**src/rtl/hsv_pkg.sv**
```systemverilog
// Shared types and constants for the HSV -> RGB555 pixel regenerator.
package hsv_pkg;

    typedef enum logic [1:0] {
        IDLE,
        CHROMA,
        SCALE,
        ASSEMBLE
    } state_t;

    localparam int HUE_SECTOR = 16;
    localparam int HUE_MAX    = 96;

    localparam int R_OFS = 10;
    localparam int G_OFS = 5;
    localparam int B_OFS = 0;

    function automatic logic [15:0] pack_rgb555(input logic [4:0] r,
                                                input logic [4:0] g,
                                                input logic [4:0] b);
        logic [15:0] w;
        w            = '0;
        w[R_OFS +: 5] = r;
        w[G_OFS +: 5] = g;
        w[B_OFS +: 5] = b;
        return w;
    endfunction

endpackage

```
**src/rtl/serial_mult5.sv**
```systemverilog
// 5x5 -> 10-bit unsigned shift-add multiplier; the start edge consumes bit 0,
// four further edges consume bits 1..4, so a product is ready 5 edges after start.
module serial_mult5 (
    input  logic       clk,
    input  logic       res,
    input  logic       start,
    input  logic [4:0] a,
    input  logic [4:0] b,
    output logic [9:0] product,
    output logic       ready
);

    logic [9:0] acc_q, acc_d;
    logic [9:0] mcand_q, mcand_d;
    logic [3:0] mplier_q, mplier_d;
    logic [2:0] cnt_q, cnt_d;

    always_comb begin
        // NOTE: every variable gets a default first, so no path can infer a latch.
        acc_d    = acc_q;
        mcand_d  = mcand_q;
        mplier_d = mplier_q;
        cnt_d    = cnt_q;
        if (start) begin
            acc_d    = b[0] ? {5'd0, a} : 10'd0;
            mcand_d  = {4'd0, a, 1'b0};
            mplier_d = b[4:1];
            cnt_d    = 3'd4;
        end else if (cnt_q != 3'd0) begin
            if (mplier_q[0]) begin
                acc_d = acc_q + mcand_q;
            end
            mcand_d  = mcand_q << 1;
            mplier_d = mplier_q >> 1;
            cnt_d    = cnt_q - 3'd1;
        end
    end

    // NOTE: state registers use non-blocking assignments so all flops update together.
    always_ff @(posedge clk or negedge res) begin
        if (!res) begin
            acc_q    <= '0;
            mcand_q  <= '0;
            mplier_q <= '0;
            cnt_q    <= '0;
        end else begin
            acc_q    <= acc_d;
            mcand_q  <= mcand_d;
            mplier_q <= mplier_d;
            cnt_q    <= cnt_d;
        end
    end

    assign product = acc_q;
    assign ready   = (cnt_q == 3'd0);

endmodule

```
**src/rtl/hsv2rgb.sv**
```systemverilog
// HSV (7/5/5) -> RGB555 converter with read/done handshake, 12 cycles per pixel.
// Optional HSV2RGB_FASTGRAY_EN: zero-saturation pixels skip straight to ASSEMBLE.
module hsv2rgb
    import hsv_pkg::*;
(
    input  logic        clk,
    input  logic        res,
    input  logic        read,
    input  logic [6:0]  hue,
    input  logic [4:0]  saturation,
    input  logic [4:0]  value,
    input  logic        hue_invalid,
    output logic [15:0] data,
    output logic        busy,
    output logic        done
);

    state_t      state_q, state_d;
    logic [2:0]  sector_q;
    logic [3:0]  frac_q;
    logic [4:0]  val_q;
    logic [4:0]  c_q;
    logic [4:0]  d_q;
    logic [15:0] data_q;
    logic        done_q;

    logic [6:0]  hue_wrap;
    logic [4:0]  sat_eff;
    logic        accept;
    logic        mul_start;
    logic [4:0]  mul_a;
    logic [4:0]  mul_b;
    logic [9:0]  product;
    logic        mul_ready;
    logic [9:0]  c_sum;
    logic [9:0]  d_sum;
    logic [4:0]  c_calc;
    logic [4:0]  d_calc;
    logic [4:0]  mn, rise, fall;
    logic [15:0] rgb;

    assign hue_wrap = (hue >= 7'(HUE_MAX)) ? hue - 7'(HUE_MAX) : hue;
    assign sat_eff  = hue_invalid ? 5'd0 : saturation;
    assign accept   = (state_q == IDLE) && read;

    // The first product takes its operands straight from the ports on the accept edge.
    assign mul_start = accept || ((state_q == CHROMA) && mul_ready);
    assign mul_a     = (state_q == CHROMA) ? c_calc : value;
    assign mul_b     = (state_q == CHROMA) ? {1'b0, frac_q} : sat_eff;

    serial_mult5 u_mult (
        .clk     (clk),
        .res     (res),
        .start   (mul_start),
        .a       (mul_a),
        .b       (mul_b),
        .product (product),
        .ready   (mul_ready)
    );

    // Rounded m/31 and k/16; the sums never exceed 1007 and 473 respectively.
    assign c_sum  = product + {5'd0, product[9:5]} + 10'd16;
    assign c_calc = 5'(c_sum >> 5);
    assign d_sum  = product + 10'd8;
    assign d_calc = 5'(d_sum >> 4);

    assign mn   = val_q - c_q;
    assign rise = mn + d_q;
    assign fall = val_q - d_q;

    always_comb begin
        rgb = pack_rgb555(val_q, mn, fall);
        case (sector_q)
            3'd0:    rgb = pack_rgb555(val_q, rise, mn);
            3'd1:    rgb = pack_rgb555(fall, val_q, mn);
            3'd2:    rgb = pack_rgb555(mn, val_q, rise);
            3'd3:    rgb = pack_rgb555(mn, fall, val_q);
            3'd4:    rgb = pack_rgb555(rise, mn, val_q);
            default: rgb = pack_rgb555(val_q, mn, fall);
        endcase
    end

    always_comb begin
        state_d = state_q;
        case (state_q)
            IDLE: begin
                if (read) begin
`ifdef HSV2RGB_FASTGRAY_EN
                    state_d = (sat_eff == 5'd0) ? ASSEMBLE : CHROMA;
`else
                    state_d = CHROMA;
`endif
                end
            end
            CHROMA:   if (mul_ready) state_d = SCALE;
            SCALE:    if (mul_ready) state_d = ASSEMBLE;
            default:  state_d = IDLE;
        endcase
    end

    always_ff @(posedge clk or negedge res) begin
        if (!res) begin
            state_q  <= IDLE;
            sector_q <= '0;
            frac_q   <= '0;
            val_q    <= '0;
            c_q      <= '0;
            d_q      <= '0;
            data_q   <= '0;
            done_q   <= 1'b0;
        end else begin
            state_q <= state_d;
            done_q  <= (state_q == ASSEMBLE);
            if (accept) begin
                sector_q <= hue_wrap[6:4];
                frac_q   <= hue_wrap[3:0];
                val_q    <= value;
                c_q      <= '0;
                d_q      <= '0;
            end
            if ((state_q == CHROMA) && mul_ready) c_q <= c_calc;
            if ((state_q == SCALE) && mul_ready) d_q <= d_calc;
            if (state_q == ASSEMBLE) data_q <= rgb;
        end
    end

    assign data = data_q;
    assign busy = (state_q != IDLE);
    assign done = done_q;

endmodule

```
**config.mk**
```make
export PLATFORM = sky130hd
export DESIGN_NAME = hsv2rgb
export DESIGN_NICKNAME = d
export VERILOG_FILES = /design/src/rtl/hsv_pkg.sv /design/src/rtl/serial_mult5.sv /design/src/rtl/hsv2rgb.sv
export SDC_FILE = /design/constraint.sdc
export NUM_CORES = 1
export LEC_CHECK = 0
export ABC_AREA = 1
export BUFFER_PORTS_ARGS = -buffer_cell sky130_fd_sc_hd__buf_2
export CELL_PAD_IN_SITES_DETAIL_PLACEMENT = 0
export CELL_PAD_IN_SITES_GLOBAL_PLACEMENT = 1
export CORE_MARGIN = 5
export CORE_UTILIZATION = 48
export DETAILED_ROUTE_END_ITERATION = 6
export PLACE_DENSITY_LB_ADDON = 0.1
export REMOVE_ABC_BUFFERS = 1
export SETUP_SLACK_MARGIN = 0.4
export SLEW_MARGIN = 15
export SYNTH_ARGS = -nofsm -noshare
export SYNTH_HDL_FRONTEND = slang
export SYNTH_HIERARCHICAL = 1
export SYNTH_SLANG_ARGS = --single-unit
```
**constraint.sdc**
```tcl
create_clock -name clk -period 4.2 [get_ports clk]
set_input_delay 0.63 -clock clk [delete_from_list [all_inputs] [get_ports clk]]
set_output_delay 0.63 -clock clk [all_outputs]
set_load 0.05 [all_outputs]
```
# Word level (Yosys, flattened, before mapping)
# Cells that the tools add are included.
# Widths: inputs -> output; s select.
# totals
ff_bits	68
input_bits	21
wordCells	69
# op_classes
n_addsub	9
order_cmp	1
eq_ne	10
mux	22
n_reduce_logical	15
# ops
cell	n
$pmux 15 s5	1
$mux 10	5
$mux 5	7
$add 10x10->10	1
$add 10x5->10	1
$add 10x5->10 const B	1
$reduce_bool 2->1	5
$sub 5x5->5	2
$add 9x4->9 const B	1
$mux 4	2
$ge 7x7->1 const B	1
$mux 7	1
$sub 7x7->7 const B	1
$eq 3x2->1 const B	2
$logic_not 3->1	2
$mux 2	3
$mux 3	2
$ne 2x2->1 const B	3
$pmux 2 s3	1
$add 5x5->5	1
$eq 2x2->1 const B	2
$eq 3x1->1 const B	1
$eq 3x3->1 const B	1
$logic_and 1x1->1	3
7 further kinds	7

# Longest topological paths before layout
# depth
word_depth	5
ltp_mapped	17

# Modules after synthesis
# The synthesis kept the hierarchy.
# by_module_without_submodules
module	n_inst	cells_each	area_per_inst_um2	seq_area_each_um2
hsv2rgb	1	427	2975.4	1001.0
serial_mult5	1	192	1557.7	650.6

# Least setup slack after synthesis
# OpenSTA, ideal clock, no wires.
# synth_timing
path_kind	register to register
from	register val_q[0]
to	register data_q[14], in the netlist data[14]
t_arrival_ps	2165
t_required_ps	4087
slack_ps	1922
stages_incl_launch_ff	15
n_path_buf	0
cell_sequence	dfrtp_1 inv_1 ha_1 inv_1 fa_1 xor2_1 ha_1 nand3_1 nand3_1 nand2_1 nand2_1 nand3_1 nand3_1 nand2_1 inv_1
# synth_via
elab_chain_cells	3
# synth_lines
element	line	source
from (decl)	hsv2rgb.sv:21	logic [4:0] val_q;
from (signal assigned)	hsv2rgb.sv:117	val_q <= value;
$sub 5x5->5	hsv2rgb.sv:67	assign mn = val_q - c_q;
$add 5x5->5	hsv2rgb.sv:68	assign rise = mn + d_q;
$pmux 15 s5 *	hsv2rgb.sv:73	case (sector_q)
to (signal assigned)	hsv2rgb.sv:123	if (state_q == ASSEMBLE) data_q <= rgb;
to (decl)	hsv2rgb.sv:24	logic [15:0] data_q;
# Every way passes the cells marked *; elsewhere a longest branch is shown, timed or not.
# A chain may end at the register's enable or synchronous reset.

# Worst setup path after layout
# Same ends and word-level chain as after synthesis.

==> impl_metrics.csv <==
group,metric,value,unit
floorplanning,ioPinCount,39,
worst_setup_path,critPathCaptureType,"flop",
logic_synthesis,synth-seq-cells,66,
clock_network,clk_pin_slew,0.08,ns
sta,fmax,395.3,MHz
floorplanning,initial_core_util,49.06,%
logic_synthesis,yosys_warnings,6,
worst_setup_path,worst-setup-path-type,"flop to flop",
worst_setup_path,cp-start-kind,"flop",
place,hpwl,9.446,mm
power_and_ir_drop,cellLeakagePower,2.699,nW
logic_synthesis,synth_top_area_cell,"dfrtp_1",
place,place_ws,1.691,ns
clock_network,cts_tree,"yes",
global_routing,grt_pass1_vias,4046,
sta,worst_pin_slew,0.8839,ns
floorplanning,fp.dieW,107.2,µm
logic_synthesis,synth_cell_types,42,
floorplanning,dieArea,11490,µm²
sta,period_minus_slack,2.530,ns
worst_setup_path,crit_path_frequent_cell,"nand3_1",
sta,setup_tns,0,ns
layout,area_growth_syn_to_layout,10.68,%
layout,fillers,939,
sta,max_slew_margin,41.07,%
clock_network,ctsResizeCount,0,
clock_network,cts_sinks,66,
global_routing,gr-max-usage-layer,"met2",
clock_network,root_buffer,"clkbuf_8",
sta,post-route-period-util,60.23,%
layout,antenna_cells,0,
global_routing,grt_pass1_wl,19.86,mm
sta,drv_slew,0,
routing,vias,4150,
worst_setup_path,cp_max_fo,5,
logic_synthesis,synthCells,619,
global_routing,grt_antenna_before_repair,0,
clock_network,cts.path.max_buffers,2,
routing,ant_nets,0,
power_and_ir_drop,p_per_area,872.2,nW/µm²
floorplanning,core-area,9240,µm²
layout,drive_above_1_share,12.05,%
global_routing,grtUsageMet1,27.31,%
sta,setup_viol,0,
hold_path,hp-class,"primary input to asynchronous set/reset pin",
power_and_ir_drop,irDropWorstVdd,0.3683,mV
layout,layout_commonest_cell,"nand2_1",
layout,mostFrequentLayoutCells,"nand2_1, inv_1, dfrtp_1, nand3_1, buf_2",
floorplanning,die_y,107.2,µm
global_routing,overflow,0,
sta,setup_slack,1.670,ns
routing,firstDrtPassIters,5,
sta,rsz0062_at_grt,"false",
clock_network,htreeDepth,3,
routing,drc,0,
worst_setup_path,slowest_stage,"dfrtp_1",
clock_network,post-cts-setup-buffer-count,0,
flow_run,max_cap_viol_count,0,
global_routing,grtUsageMet3,4.034,%
logic_synthesis,avgSynthCellArea,7.323,µm²
sta,final_hold_viol_count,0,
logic_synthesis,seq_area_frac_synth,36.43,%
worst_setup_path,cpPeakStageDelay,0.43,ns
sta,fin_skew,0.004426,ns
worst_setup_path,arrival,2.77,ns
run_status,status,"complete, no violations",
worst_setup_path,crit_required,4.44,ns
routing,drtIter0Drc,140,
logic_synthesis,synth_top_cell_area_share,36.43,%
global_routing,grt_use_met2,37.35,%
clock_network,clk_latency,0.34,ns
logic_synthesis,netlist_area,4533,µm²
routing,viasPerCell,5.233,
clock_network,cts_buffers,9,
place,globalplace.congestion,0.9385,
routing,drt-total-wl,12.01,mm
global_routing,grt_usage,21.89,%
logic_synthesis,synthTopCellsByArea,"dfrtp_1, nand2_1, ha_1, inv_1, nand3_1",
routing,wl_per_cell,15.15,µm
place,io_buffers,37,
layout,nNetsFinal,719,
worst_setup_path,crit_chain,"inv_1, ha_1, inv_1, fa_1, xor2_1, ha_1, nand3_1, nand3_1, nand2_1, nand2_1, nand3_1, nand3_1, nand2_1, inv_1",
global_routing,grt_max_degree,39,
floorplanning,row_count,35,
clock_network,cts_hold_buf,0,
final timing paths:
kind	start	to	slack (ns)	cells past startpoint
max in group asynchronous	res	u_mult/mcand_q[6]$_DFFE_PN0P_	2.88	2
setup reg to reg	val_q[0]$_DFFE_PN0P_	data[14]$_DFFE_PN0P_	1.67	14
min in group clk	hue[0]	frac_q[0]$_DFFE_PN0P_	0.48	3
setup / recovery	val_q[0]$_DFFE_PN0P_	data[14]$_DFFE_PN0P_	1.67	14
hold reg to reg	data[3]$_DFFE_PN0P_	data[3]$_DFFE_PN0P_	0.48	2
hold / removal	res	d_q[4]$_DFFE_PN0P_	0.40	1
stage by stage:
step / hold slack (ns) / utilization [%] / power [mW] / cell area, µm² / cells
after floorplan: 0.3344 / - / 3.156 / 4468 / 608
after global placement: 0.4644 / 52.35 / 3.836 / 4837 / 777
after detailed placement: 0.4726 / 52.35 / 3.883 / 4837 / 777
after CTS: 0.4318 / 54.30 / 4.396 / 5017 / 793
after global routing: 0.4711 / 54.30 / 4.796 / 5017 / 793
final: 0.4016 / 54.30 / 4.376 / 5017 / 793
flip-flops by register name, indices dropped and copies added, names as in the netlist:
signal	count
c_q	5
d_q	5
data	15
done	1
frac_q	4
sector_q	3
state_q	2
u_mult/cnt_q	3
u_mult/mcand_q	9
u_mult/mplier_q	4
u_mult/product	10
val_q	5
synth_stat cells, drive strengths merged:
library cell	n
o21ai	39
clkbuf	6
conb	1
or2	8
o211ai	4
o221ai	3
nand3	55
nor2	29
o2111ai	1
xor2	4
ha	35
nand4	3
a22oi	2
fa	4
inv	102
o22a	1
nand2	193
o31ai	2
a31oi	5
nand3b	3
o21a	1
clkinv	3
xnor2	3
nor3	1
a21oi	27
a41oi	1
buf	5
o22ai	11
dfrtp	66
a2bb2oi	1
final cells by class:
| class | instances | area, µm² | share of cell area (%) |
|---|---|---|---|
| clock inverters | 6 | 42.54 | 0.8479 |
| multi-input cells | 437 | 2420 | 48.23 |
| repair buffers | 40 | 207.7 | 4.140 |
| flip-flops and latches | 66 | 1652 | 32.92 |
| inverters | 105 | 396.6 | 7.905 |
| clock buffers | 10 | 137.6 | 2.743 |
| well taps | 129 | 161.4 | 3.217 |
layer usage:
metal / vias to the layer above / part of all wire [%]
met2: 96 / 51
met5: - / 0
li1: 2074 / -
met4: 0 / 1.9
met1: 1959 / 42
met3: 21 / 4.1
worst max-delay path, delay by kind of cell, from the launching register on:
family / cells / cell delay, ns
XOR/XNOR: 1 / 0.32
AND/OR/NAND/NOR: 7 / 0.60
adder cells (fa/ha/maj): 3 / 0.89
flip-flops: 1 / 0.43
buffers and inverters: 3 / 0.19
where the power goes:
part	switching (mW)	internal [mW]
sequential	0.250	0.905
clock	0.269	0.230
combinational	1.83	0.888
cell families after synthesis:
| kind of cell | synth area share (%) |
|---|---|
| and+or+nand+nor | 27.82 |
| buffers and inverters | 10.18 |
| AOI/OAI and AO/OA | 12.70 |
| DFF | 36.43 |
| adders and majority gates | 11.43 |
| xor gates and xnor gates | 1.352 |
| other | 0.08272 |
No activity file was read; power rests on OpenSTA's default activity.
